**src/rtl/hit_receiver.sv**
```systemverilog
// hit_receiver: defender-side hit detection, damage accumulation, knockback launch and
// hitstun/invulnerability sequencing. Define HIT_DAMAGE_SCALE_EN to scale knockback by damage.
module hit_receiver #(
  parameter int unsigned HITSTUN_BASE  = 8,
  parameter int unsigned INVULN_FRAMES = 30,
  parameter int unsigned DAMAGE_MAX    = 999
) (
  input  logic        clock,
  input  logic        reset,
  input  logic        frame_tick,
  input  logic [31:0] attack,
  input  logic [31:0] knockback,
  input  logic        respawn,
  output logic [15:0] damage,
  output logic [31:0] hit_vel,
  output logic        hitstun,
  output logic        invuln,
  output logic        hit_pulse
);

  typedef enum logic [1:0] {
    S_IDLE    = 2'd0,
    S_HITSTUN = 2'd1,
    S_INVULN  = 2'd2
  } state_t;

  state_t      state;
  state_t      state_next;
  logic [7:0]  count;
  logic [7:0]  count_next;
  logic        landed_p1;
  logic        hit_edge;
  logic        hit_take;
  logic        last_tick;
  logic [16:0] dmg_sum;
  logic [15:0] new_damage;
  logic [7:0]  stun_len;
  logic [31:0] launch_vel;
  logic        unused_attack;

  // Lowest-index set type bit wins; a typeless hit still costs one percent.
  function automatic logic [4:0] damage_inc(input logic [9:0] kind);
    if (|kind[3:0])      return 5'd16;
    else if (kind[4])    return 5'd3;
    else if (|kind[6:5]) return 5'd10;
    else if (|kind[8:7]) return 5'd8;
    else if (kind[9])    return 5'd6;
    else                 return 5'd1;
  endfunction

  function automatic logic [15:0] sat_damage(input logic [16:0] sum);
    if (sum > 17'(DAMAGE_MAX)) return 16'(DAMAGE_MAX);
    return sum[15:0];
  endfunction

  function automatic logic signed [15:0] decay(input logic signed [15:0] v);
    if (v > -16'sd8 && v < 16'sd8) return 16'sd0;
    return v - (v >>> 3);
  endfunction

`ifdef HIT_DAMAGE_SCALE_EN
  function automatic logic signed [15:0] sat16(input logic signed [24:0] x);
    if (x > 25'sd32767)  return 16'sh7FFF;
    if (x < -25'sd32768) return 16'sh8000;
    return x[15:0];
  endfunction

  // kb * (64 + min(damage,255)) fits a 25-bit signed product; >>> floors toward -inf.
  function automatic logic signed [15:0] scale_kb(input logic signed [15:0] kb,
                                                  input logic [15:0]        dmg);
    logic [7:0]         s;
    logic [9:0]         factor;
    logic signed [24:0] kb_x;
    logic signed [24:0] factor_x;
    logic signed [24:0] prod;
    s        = (dmg > 16'd255) ? 8'd255 : dmg[7:0];
    factor   = {2'b00, s} + 10'd64;
    kb_x     = {{9{kb[15]}}, kb};
    factor_x = {15'd0, factor};
    prod     = kb_x * factor_x;
    return sat16(prod >>> 6);
  endfunction
`endif

  assign unused_attack = ^attack[31:11];
  assign hit_edge      = attack[0] & ~landed_p1;
  assign hit_take      = hit_edge & ~respawn & (state == S_IDLE);
  assign last_tick     = frame_tick & (count == 8'd1);
  assign dmg_sum       = {1'b0, damage} + {12'd0, damage_inc(attack[10:1])};
  assign new_damage    = sat_damage(dmg_sum);
  assign stun_len      = 8'(HITSTUN_BASE) + new_damage[12:5];

`ifdef HIT_DAMAGE_SCALE_EN
  assign launch_vel = {scale_kb(knockback[31:16], new_damage),
                       scale_kb(knockback[15:0], new_damage)};
`else
  assign launch_vel = knockback;
`endif

  // State register
  always_ff @(posedge clock or negedge reset) begin
    if (!reset) begin
      state <= S_IDLE;
      count <= 8'd0;
    end else begin
      state <= state_next;
      count <= count_next;
    end
  end

  // Next-state logic; respawn overrides hits and ticks
  always_comb begin
    state_next = state;
    count_next = count;
    if (respawn) begin
      state_next = S_INVULN;
      count_next = 8'(INVULN_FRAMES);
    end else begin
      case (state)
        S_IDLE: begin
          if (hit_edge) begin
            state_next = S_HITSTUN;
            count_next = stun_len;
          end
        end
        S_HITSTUN: begin
          if (last_tick) begin
            state_next = S_INVULN;
            count_next = 8'(INVULN_FRAMES);
          end else if (frame_tick) begin
            count_next = count - 8'd1;
          end
        end
        S_INVULN: begin
          if (frame_tick) begin
            count_next = count - 8'd1;
            if (count == 8'd1) state_next = S_IDLE;
          end
        end
        default: begin
          state_next = S_IDLE;
          count_next = 8'd0;
        end
      endcase
    end
  end

  // Output decode
  always_comb begin
    hitstun = (state == S_HITSTUN);
    invuln  = (state == S_INVULN);
  end

  // Damage / velocity stage
  always_ff @(posedge clock or negedge reset) begin
    if (!reset) begin
      landed_p1 <= 1'b0;
      damage    <= '0;
      hit_vel   <= '0;
      hit_pulse <= 1'b0;
    end else begin
      landed_p1 <= attack[0];
      hit_pulse <= hit_take;
      if (respawn) begin
        damage  <= '0;
        hit_vel <= '0;
      end else if (hit_take) begin
        damage  <= new_damage;
        hit_vel <= launch_vel;
      end else if (state == S_HITSTUN && frame_tick) begin
        if (last_tick) hit_vel <= '0;
        else           hit_vel <= {decay(hit_vel[31:16]), decay(hit_vel[15:0])};
      end
    end
  end

endmodule

```
**config.mk**
```make
export PLATFORM = sky130hd
export DESIGN_NAME = hit_receiver
export DESIGN_NICKNAME = d
export VERILOG_FILES = /design/src/rtl/hit_receiver.sv
export SDC_FILE = /design/constraint.sdc
export NUM_CORES = 1
export LEC_CHECK = 0
export ABC_AREA = 1
export CAP_MARGIN = 20
export CORE_ASPECT_RATIO = 1.25
export CORE_MARGIN = 2
export CORE_UTILIZATION = 35
export DETAILED_ROUTE_END_ITERATION = 12
export GPL_TIMING_DRIVEN = 0
export PLACE_DENSITY = 0.58
export SLEW_MARGIN = 15
export SYNTH_ARGS = -nofsm -noshare
export SYNTH_HDL_FRONTEND = slang
export SYNTH_SLANG_ARGS = --single-unit
export TNS_END_PERCENT = 1
```
**constraint.sdc**
```tcl
create_clock -name clock -period 5.66 [get_ports clock]
set_clock_uncertainty 0.2 [all_clocks]
set_input_delay 1.132 -clock clock [delete_from_list [all_inputs] [get_ports clock]]
set_output_delay 1.132 -clock clock [all_outputs]
set_load 0.02 [all_outputs]
```
After elaboration in Yosys (flattened, before gate mapping)
Cells that the tools add are included.

Register bits after elaboration: 60. Bits in latches: 0. Bits in writable memories: 0. ROM bits: 0. Bits of input ports: 68. Output and inout bits: 51. Word-level logic and storage cells: 78. Memories kept: 0.

Add/sub/neg operators: 5. Multipliers: 0. Div/mod/pow operators: 0. $lt $le $gt $ge: 5. Equal/unequal tests: 7. Shifts and indexed selects: 0. Multiplexer cells: 39. Bitwise logic cells: 6. Reductions and logical operators: 10.

Operators by type and width (number): two-way mux 16 bit (8); two-way mux 32 bit (4); > comparator 16 x 4 -> 1 bit (second input constant) (2); < comparator 16 x 5 -> 1 bit (second input constant) (2); two-way mux 8 bit (4); subtractor 16 x 13 -> 16 bit (2); case mux 8 bit (3 select lines) (1); adder 16 x 5 -> 17 bit (1); > comparator 17 x 10 -> 1 bit (second input constant) (1); two-way mux 1 bit (11); two-way mux 2 bit (5); two-way mux 5 bit (2); adder 4 x 8 -> 8 bit (first input constant) (1); == test 8 x 1 -> 1 bit (second input constant) (1); two-way mux 4 bit (2); subtractor 8 x 1 -> 8 bit (second input constant) (1); inequality test 3 x 2 -> 1 bit (second input constant) (2); inequality test 3 bit (second input constant) (2); case mux 2 bit (3 select lines) (1); AND 1 bit (4); AND reduction 4 bit (1); OR reduction 2 bit (2); OR reduction 4 bit (1); logical AND 1 bit (3); 7 further kinds (8).

Logic depth before layout (Yosys ltp)
Gate-level depths: netlist of run 1.

Word-level depth: 13. Gate-level depth with buffers: 23.

Worst setup path before layout of run 1
Ideal clock, no wire load.

Path type: input to register. From: input port attack[2]. To: register count[4]. Setup time: 0.140 ns. Arrival time: 3.916 ns. Setup slack: 1.404 ns. Cell stages on the path: 23. Buffers on the path: 0. Path through: nor4_1 inv_1 a211oi_1 ha_1 inv_1 fa_1 inv_1 nand2_1 nand2_1 nand3_1 nand2_2 nand2_1 nand2_1 nand2_1 nor2_1 nand2_1 nor2_4 nand2_4 nor2_1 inv_1 ha_1 o221ai_1 a22oi_1.

Cells in the longest elaborated chain, start to end: 10.

Ends and longest elaborated chain: from (decl) (line 11) `input logic [31:0] attack,`; OR reduction 4 bit (*) (line 43) `if (|kind[3:0]) return 5'd16;`; two-way mux 5 bit (*) (line 43); adder 16 x 5 -> 17 bit (*) (line 89) `assign dmg_sum = {1'b0, damage} + {12'd0, damage_inc(attack[10:1])};`; > comparator 17 x 10 -> 1 bit (line 52) `if (sum > 17'(DAMAGE_MAX)) return 16'(DAMAGE_MAX);`; two-way mux 1 bit (line 52); two-way mux 16 bit (*) (line 53) `return sum[15:0];`; adder 4 x 8 -> 8 bit (*) (line 91) `assign stun_len = 8'(HITSTUN_BASE) + new_damage[12:5];`; two-way mux 8 bit (*) (line 121) `if (hit_edge) begin`; case mux 8 bit (3 select lines) (*) (line 119) `case (state)`; two-way mux 8 bit (*) (line 115) `if (respawn) begin`; to (signal assigned) (line 107) `count <= count_next;`; to (decl) (line 29) `logic [7:0] count;`.

Mark *: on every way between the ends. The rest lies on a longest branch, timed or not. The select of a mux whose other input is x is not followed. A chain may end at the register's enable or synchronous reset.

Worst setup path in the final report of run 1
Ends and elaborated chain as after synthesis.

==> out/qor.yml, run 1 <==
cts_resized: 0
p_clk_frac: 0.147
finalSetupTns_ps: 0
numPortBuffers: 97
path_class: "in2reg"
hold_start: "damage[0]$_DFFE_PN0P_"
max_freq_mhz: 207
ios: 119
clockBufferDepth: 2
outcome: "completed"
seq_area_um2: 1500
cp_slowest_stage_delay_ps: 400
path_max_fanout: 7
yosysWarnings: 0
area_delta_synth_final_pct: 27.6
layout_min_cycle_time_ps: 4840
fin_crit_sh: 0.855
power_per_cell_area_nw_per_um2: 487
worstPathCellList: "clkdlybuf4s50_1, nor4_1, inv_1, a211oi_1, ha_1, inv_1, fa_1, inv_1, nand2_1, nand2_1, nand3_1, nand2_2, nand2_1, nand2_1, nand2_1, nor2_1, nand2_1, nor2_4, nand2_4, nor2_1, inv_1, ha_1, o221ai_1, a22oi_1"
synth.largest_area_cell: "dfrtp_1"
cp_slowest_cell: "clkdlybuf4s50_1"
place_area_um2: 6520
grt_pass1_vias: 5639
root_buffer: "clkbuf_16"
antenna_found_initial: 0
die_y_um: 142
yosys.cell_types.count: 41
hpwl_um: 12700
place_congestion: 0.853
r2r-start: "damage[0]$_DFFE_PN0P_"
hold_viol: 0
initial_core_util: 0.356
peakVddDrop_v: 0.000287
postCtsSetupRepairBufs: 0
r2r_setup_slack_ps: 2370
cts_made_buffers: 9
syn_area_per_cell_um2: 6.63
post-route-util: 0.454
internal-power_w: 0.00172
grt_overflow_total: 0
ys_seq_elements: 60
p_switching_w: 0.00157
drt_iter0_markers: 261
grt_max_degree: 45
cts_tree: "done"
netlist_area_um2: 5300
fp-row-count: 50
clk_latency_ps: 340
hold_slack_ps: 318
setup.worst_path.start_class: "primary input"
routed_wirelength_um: 16400
htreeDepth: 3
layout.nets: 1022
worstSetupEndpointType: "register"
worstMarginPinSlew_ps: 673
max_slew_margin: 0.551
grt_pass1_wl_um: 27200
power_w: 0.00329
cts_hold_buf: 0
synth_flop_cell: "dfrtp_1"
antenna_cells: 0
worstHoldPathCells: 2
synth_edf_count: 0
p_sw_frac: 0.478
drcViolationCount: 0
reg2reg_to: "count[4]$_DFFE_PN0P_"
fill_cells: 1611
first_pass_iters: 4
via_per_inst: 5.13
yosysTopAreaCellShare: 0.283
coreArea_um2: 14900
rsz0062_at_grt: "false"
drive_gt1_frac: 0.0483
finalSetupViolCount: 0
cap_violations: 0
cp_data_arrival_time_ps: 4830
cts_num_sinks: 60
yosysSeqAreaShare: 0.283
hp-class: "reg2reg"
r2r_cells: 20
power.leakage_nw: 3.30
seqPwrFrac: 0.209
vias: 5608
cpMostUsedCell: "nand2_1"
avgRoutedWirePerCell_um: 15.0
fp.dieW_um: 114
synth.area.top_cells: "dfrtp_1 28%, nand2_1 16%, ha_1 9.9%"
grtUsageTotal: 0.212
combPwrFrac: 0.644
postLayoutCellArea_um2: 6760
cts.clk_slew.worst_paths_ps: 50
holdPathEnd: "damage[0]$_DFFE_PN0P_"
synth.net_count: 913
netlist_instances: 800
async_reset_ff_frac: 1.00
die-area_um2: 16100
multi_input_area_um2: 3330
critPathRequiredTime_ps: 5650
ant_nets: 0
slew_violations: 0
==> routing by layer <==
layer / wire length (um) / vias up / global-route usage
li1: - / 2831 / -
met1: 7240 / 2618 / 0.263
met2: 8060 / 132 / 0.370
met3: 658 / 27 / 0.0376
met4: 420 / 0 / 0.0751
met5: 0 / - / 0
==> synthesized netlist by cell type (5+ instances only) <==
cell,instances
a22oi_1,5
inv_1,103
nand2_1,225
nor4_1,6
inv_2,7
nor2_1,74
a21oi_1,33
dfrtp_1,60
nand2_2,5
nand3_1,59
xnor2_1,13
xor2_1,8
o21ai_0,61
o22ai_1,5
ha_1,42
o21ai_1,20
nor3_1,14
nand4_1,12
==> critical path, delay by kind of cell <==
family | cells | cell delay [ps]
buffers and inverters | 5 | 790
and+or+nand+nor | 13 | 1460
AOI/OAI and AO/OA | 3 | 560
adders and majority gates | 3 | 890
==> cells by family (layout without fill, tap and decap cells) <==
logic type / count (synthesis) / after routing / share of synthesized area
flops: 60 / 60 / 0.283
buf+inv: 121 / 232 / 0.0888
xor+xnor: 21 / 21 / 0.0347
simple gates: 413 / 413 / 0.337
fa+ha+maj: 45 / 45 / 0.110
compound gates: 140 / 140 / 0.146
==> stage by stage <==
stage / std cells / worst slack [ps]
floorplan: 800 / 1400
global placement: 1079 / 451
detailed placement: 1080 / 460
CTS: 1093 / 786
global route: 1093 / 309
finish: 1093 / 821
==> state kept, by name, indices dropped and copies added, names as in the netlist <==
register	flops
count	8
hit_pulse	1
landed_p1	1
state	2
hit_vel	32
damage	16
==> worst max path at each step <==
stage | startpoint | to | slack (ps) | cells past startpoint
after detailed placement | attack[2] | count[4]$_DFFE_PN0P_ | 460 | 24
after global placement | attack[2] | count[4]$_DFFE_PN0P_ | 450 | 24
after floorplan | attack[2] | count[4]$_DFFE_PN0P_ | 1400 | 23
final | attack[2] | count[4]$_DFFE_PN0P_ | 820 | 24
after CTS | attack[2] | count[4]$_DFFE_PN0P_ | 790 | 24
after global routing | attack[2] | count[4]$_DFFE_PN0P_ | 310 | 24
==> layout by cell type (no fill, tap or decap), types with 4 or more instances in the layout <==
cell and count:
nor4_1 6, nand3_2 4, a22oi_1 5, clkdlybuf4s50_1 96, nand3_1 59, buf_4 5, o21ai_1 20, nor2_2 4
ha_1 42, nor3_1 14, o21ai_0 61, inv_2 7, nand2_1 225, a21boi_0 4, a21oi_1 33, buf_1 4
nand2_2 5, nand4_1 12, inv_1 103, nor2_1 74, nor2_4 4, xor2_1 8, clkbuf_1 5, clkbuf_16 9
dfrtp_1 60, xnor2_1 13, o22ai_1 5
==> area by class of cell <==
class | count | share of cell area
Multi-Input combinational cell | 619 | 0.492
Timing Repair Buffer | 98 | 0.147
Sequential cell | 60 | 0.222
Buffer | 10 | 0.00795
Inverter | 111 | 0.0616
Tap cell | 182 | 0.0337
Clock buffer | 13 | 0.0355
==> power groups by stage <==
stage	Clock (W)	Sequential (W)	Combinational (W)
after floorplan	0	0.000751	0.00145
after global placement	0	0.000695	0.00211
after detailed placement	0	0.000690	0.00211
after CTS	0.000501	0.000687	0.00213
after global routing	0.000514	0.000703	0.00242
final	0.000483	0.000687	0.00212
No activity file was read; power rests on OpenSTA's default activity.
==> inputs of run 2 (changes only) <==
--- a/config.mk
+++ b/config.mk
@@ -11,7 +11,6 @@
 export CORE_MARGIN = 2
 export CORE_UTILIZATION = 35
 export DETAILED_ROUTE_END_ITERATION = 12
-export GPL_TIMING_DRIVEN = 0
 export PLACE_DENSITY = 0.58
 export SLEW_MARGIN = 15
 export SYNTH_ARGS = -nofsm -noshare
==> run 2 against run 1 <==
Effect of this change:
- sequential power barely moved
- cell count fell by 0.55%
- utilization fell by 0.21 points
- via count fell by 1.5%
- setup slack improved by 83 ps
- non-clock buffer count fell by 8
- first-iteration DRC count fell by 13%
==> out/qor.yml, run 2 (synthesis results as in run 1) <==
hold_slack_ps: 346  # +27.8 ps
cap_violations: 0  # unchanged
final_cell_mix: "225 x nand2_1, 103 x inv_1, 96 x clkdlybuf4s50_1"
drive_gt1_frac: 0.0497  # +0.00143
max_slew_margin: 0.490  # -0.0617
area_delta_synth_final_pct: 27.0
initial_core_util: 0.356  # unchanged
postLayoutCellArea_um2: 6730  # -0.46%
hp-class: "reg2reg"
cts.clk_slew.worst_paths_ps: 50  # about the same
hold_start: "damage[0]$_DFFE_PN0P_"
coreArea_um2: 14900  # unchanged
htreeDepth: 3  # unchanged
top_usage_layer: "met2"
clk_latency_ps: 340  # about the same
max_freq_mhz: 210  # +1.8%
routed_wirelength_um: 16100  # -1.8%
rsz0062_at_grt: "false"
place_congestion: 0.899  # +5.4%
layout_commonest_cell: "nand2_1"
layout.nets: 1014  # -0.78%
root_buffer: "clkbuf_16"
fp.dieW_um: 114  # unchanged
antenna_cells: 0  # unchanged
grt_pass1_wl_um: 26600  # -2.5%
die_y_um: 142  # unchanged
seqPwrFrac: 0.206  # -0.003
cts_made_buffers: 9  # unchanged
power.leakage_nw: 3.29  # -0.25%
path_class: "in2reg"
critPathRequiredTime_ps: 5650  # about the same
cts_num_sinks: 60  # unchanged
antenna_found_initial: 0  # unchanged
fin_crit_sh: 0.840  # -0.0147
postCtsSetupRepairBufs: 0  # unchanged
internal-power_w: 0.00174  # +1.3%
vias: 5523  # -1.5%
reg_top3: "hit_vel x32, damage x16, count x8"
numPortBuffers: 97  # unchanged
avgRoutedWirePerCell_um: 14.8  # -1.2%
cp_data_arrival_time_ps: 4750  # -80 ps
r2r_setup_slack_ps: 2400  # +30 ps
clockBufferDepth: 2  # unchanged
first_pass_iters: 5  # +1
reg2reg_to: "count[4]$_DFFE_PN0P_"
finalSetupTns_ps: 0  # unchanged
cts_resized: 0  # unchanged
drcViolationCount: 0  # unchanged
drt_iter0_markers: 226  # -13%
place_area_um2: 6460  # -0.94%
slew_violations: 0  # unchanged
largest_reg_flops: 32  # unchanged
peakVddDrop_v: 0.000284  # -1.0%
die-area_um2: 16100  # unchanged
layout_min_cycle_time_ps: 4760  # -83.4 ps
p_switching_w: 0.00159  # +1.3%
ant_nets: 0  # unchanged
power_per_cell_area_nw_per_um2: 495  # +1.8%
setup.worst_path.start_class: "primary input"
grt_overflow_total: 0  # unchanged
worstMarginPinSlew_ps: 766  # +92.5 ps
path_max_fanout: 7  # unchanged
hpwl_um: 12300  # -3.4%
largest_register: "hit_vel"
fp-row-count: 50  # unchanged
cts_tree: "done"
gr-usage-met1: 0.256  # -0.00713
grtUsageTotal: 0.206  # -0.00670
via_per_inst: 5.08  # -0.97%
use_met3: 0.0273  # -0.0103
worstHoldPathCells: 2  # unchanged
cts_hold_buf: 0  # unchanged
r2r_cells: 20  # unchanged
finalSetupViolCount: 0  # unchanged
p_clk_frac: 0.157  # +0.010
grt_max_degree: 43  # -4.4%
ios: 119  # unchanged
use_met2: 0.367  # -0.00313
grt_pass1_vias: 5508  # -2.3%
worstSetupEndpointType: "register"
combPwrFrac: 0.637  # -0.007
p_sw_frac: 0.478  # about the same
hold_viol: 0  # unchanged
outcome: "completed"
r2r-start: "damage[0]$_DFFE_PN0P_"
holdPathEnd: "damage[0]$_DFFE_PN0P_"
==> run 2: cell count changes in the layout (fill, tap and decap cells not counted) <==
| cell | change |
|---|---|
| clkinv_2 | +2 |
| clkbuf_8 | +2 |
| buf_1 | -4 |
| buf_4 | -2 |
| clkbuf_1 | -3 |
| buf_16 | -1 |
==> run 2: cell type report <==
cell class              count  area [um^2]
fillers                  1582         8160
multi-input cells         619         3330
well taps                 182          228
clock buffers              13          260
clock inverters             2         10.0
flip-flops and latches     60         1500
inverters                 111          417
repair buffers            100          988
==> run 2: through the flow <==
step | utilization | setup slack, ps | std cells | total power (W)
CTS | 0.452 | 876 | 1087 | 0.00334
global route | 0.452 | 354 | 1087 | 0.00368
global placement | 0.434 | 552 | 1072 | 0.00279
detailed placement | 0.434 | 544 | 1072 | 0.00279
finish | 0.452 | 905 | 1087 | 0.00333
floorplan | - | 1400 | 800 | 0.00220
==> run 2: how the worst max path moves through the flow <==
stage / slack, ps / to / cells past startpoint / startpoint
2_1_floorplan: 1400 / count[4]$_DFFE_PN0P_ / 23 / attack[2]
3_3_place_gp: 550 / count[4]$_DFFE_PN0P_ / 24 / attack[2]
3_5_place_dp: 540 / count[4]$_DFFE_PN0P_ / 24 / attack[2]
4_1_cts: 880 / count[4]$_DFFE_PN0P_ / 24 / attack[2]
5_1_grt: 350 / count[4]$_DFFE_PN0P_ / 24 / attack[2]
6_report: 900 / count[4]$_DFFE_PN0P_ / 24 / attack[2]
==> run 2: critical path, stage by stage <==
cell and delay (ps):
clkdlybuf4s50_1 400, nor4_1 280, inv_1 150, a211oi_1 220
ha_1 210, inv_1 50, fa_1 400, inv_1 120
nand2_1 60, nand2_1 80, nand3_1 110, nand2_2 130
nand2_1 80, nand2_1 60, nand2_1 40, nor2_1 100
nand2_1 90, nor2_4 170, nand2_4 110, nor2_1 130
inv_1 60, ha_1 270, o221ai_1 200, a22oi_1 90
==> run 2: power by group through the flow <==
stage          registers, W  logic (W)  clock network [W]
4_1_cts            0.000684    0.00212           0.000532
3_3_place_gp       0.000694    0.00210                  0
3_5_place_dp       0.000686    0.00210                  0
2_1_floorplan      0.000751    0.00145                  0
5_1_grt            0.000701    0.00243           0.000548
6_report           0.000686    0.00213           0.000523
==> run 2: layer usage <==
metal / vias to the layer above / part of all wire
li1: 2819 / -
met1: 2552 / 0.44
met2: 131 / 0.50
met3: 21 / 0.036
met4: 0 / 0.019
met5: - / 0
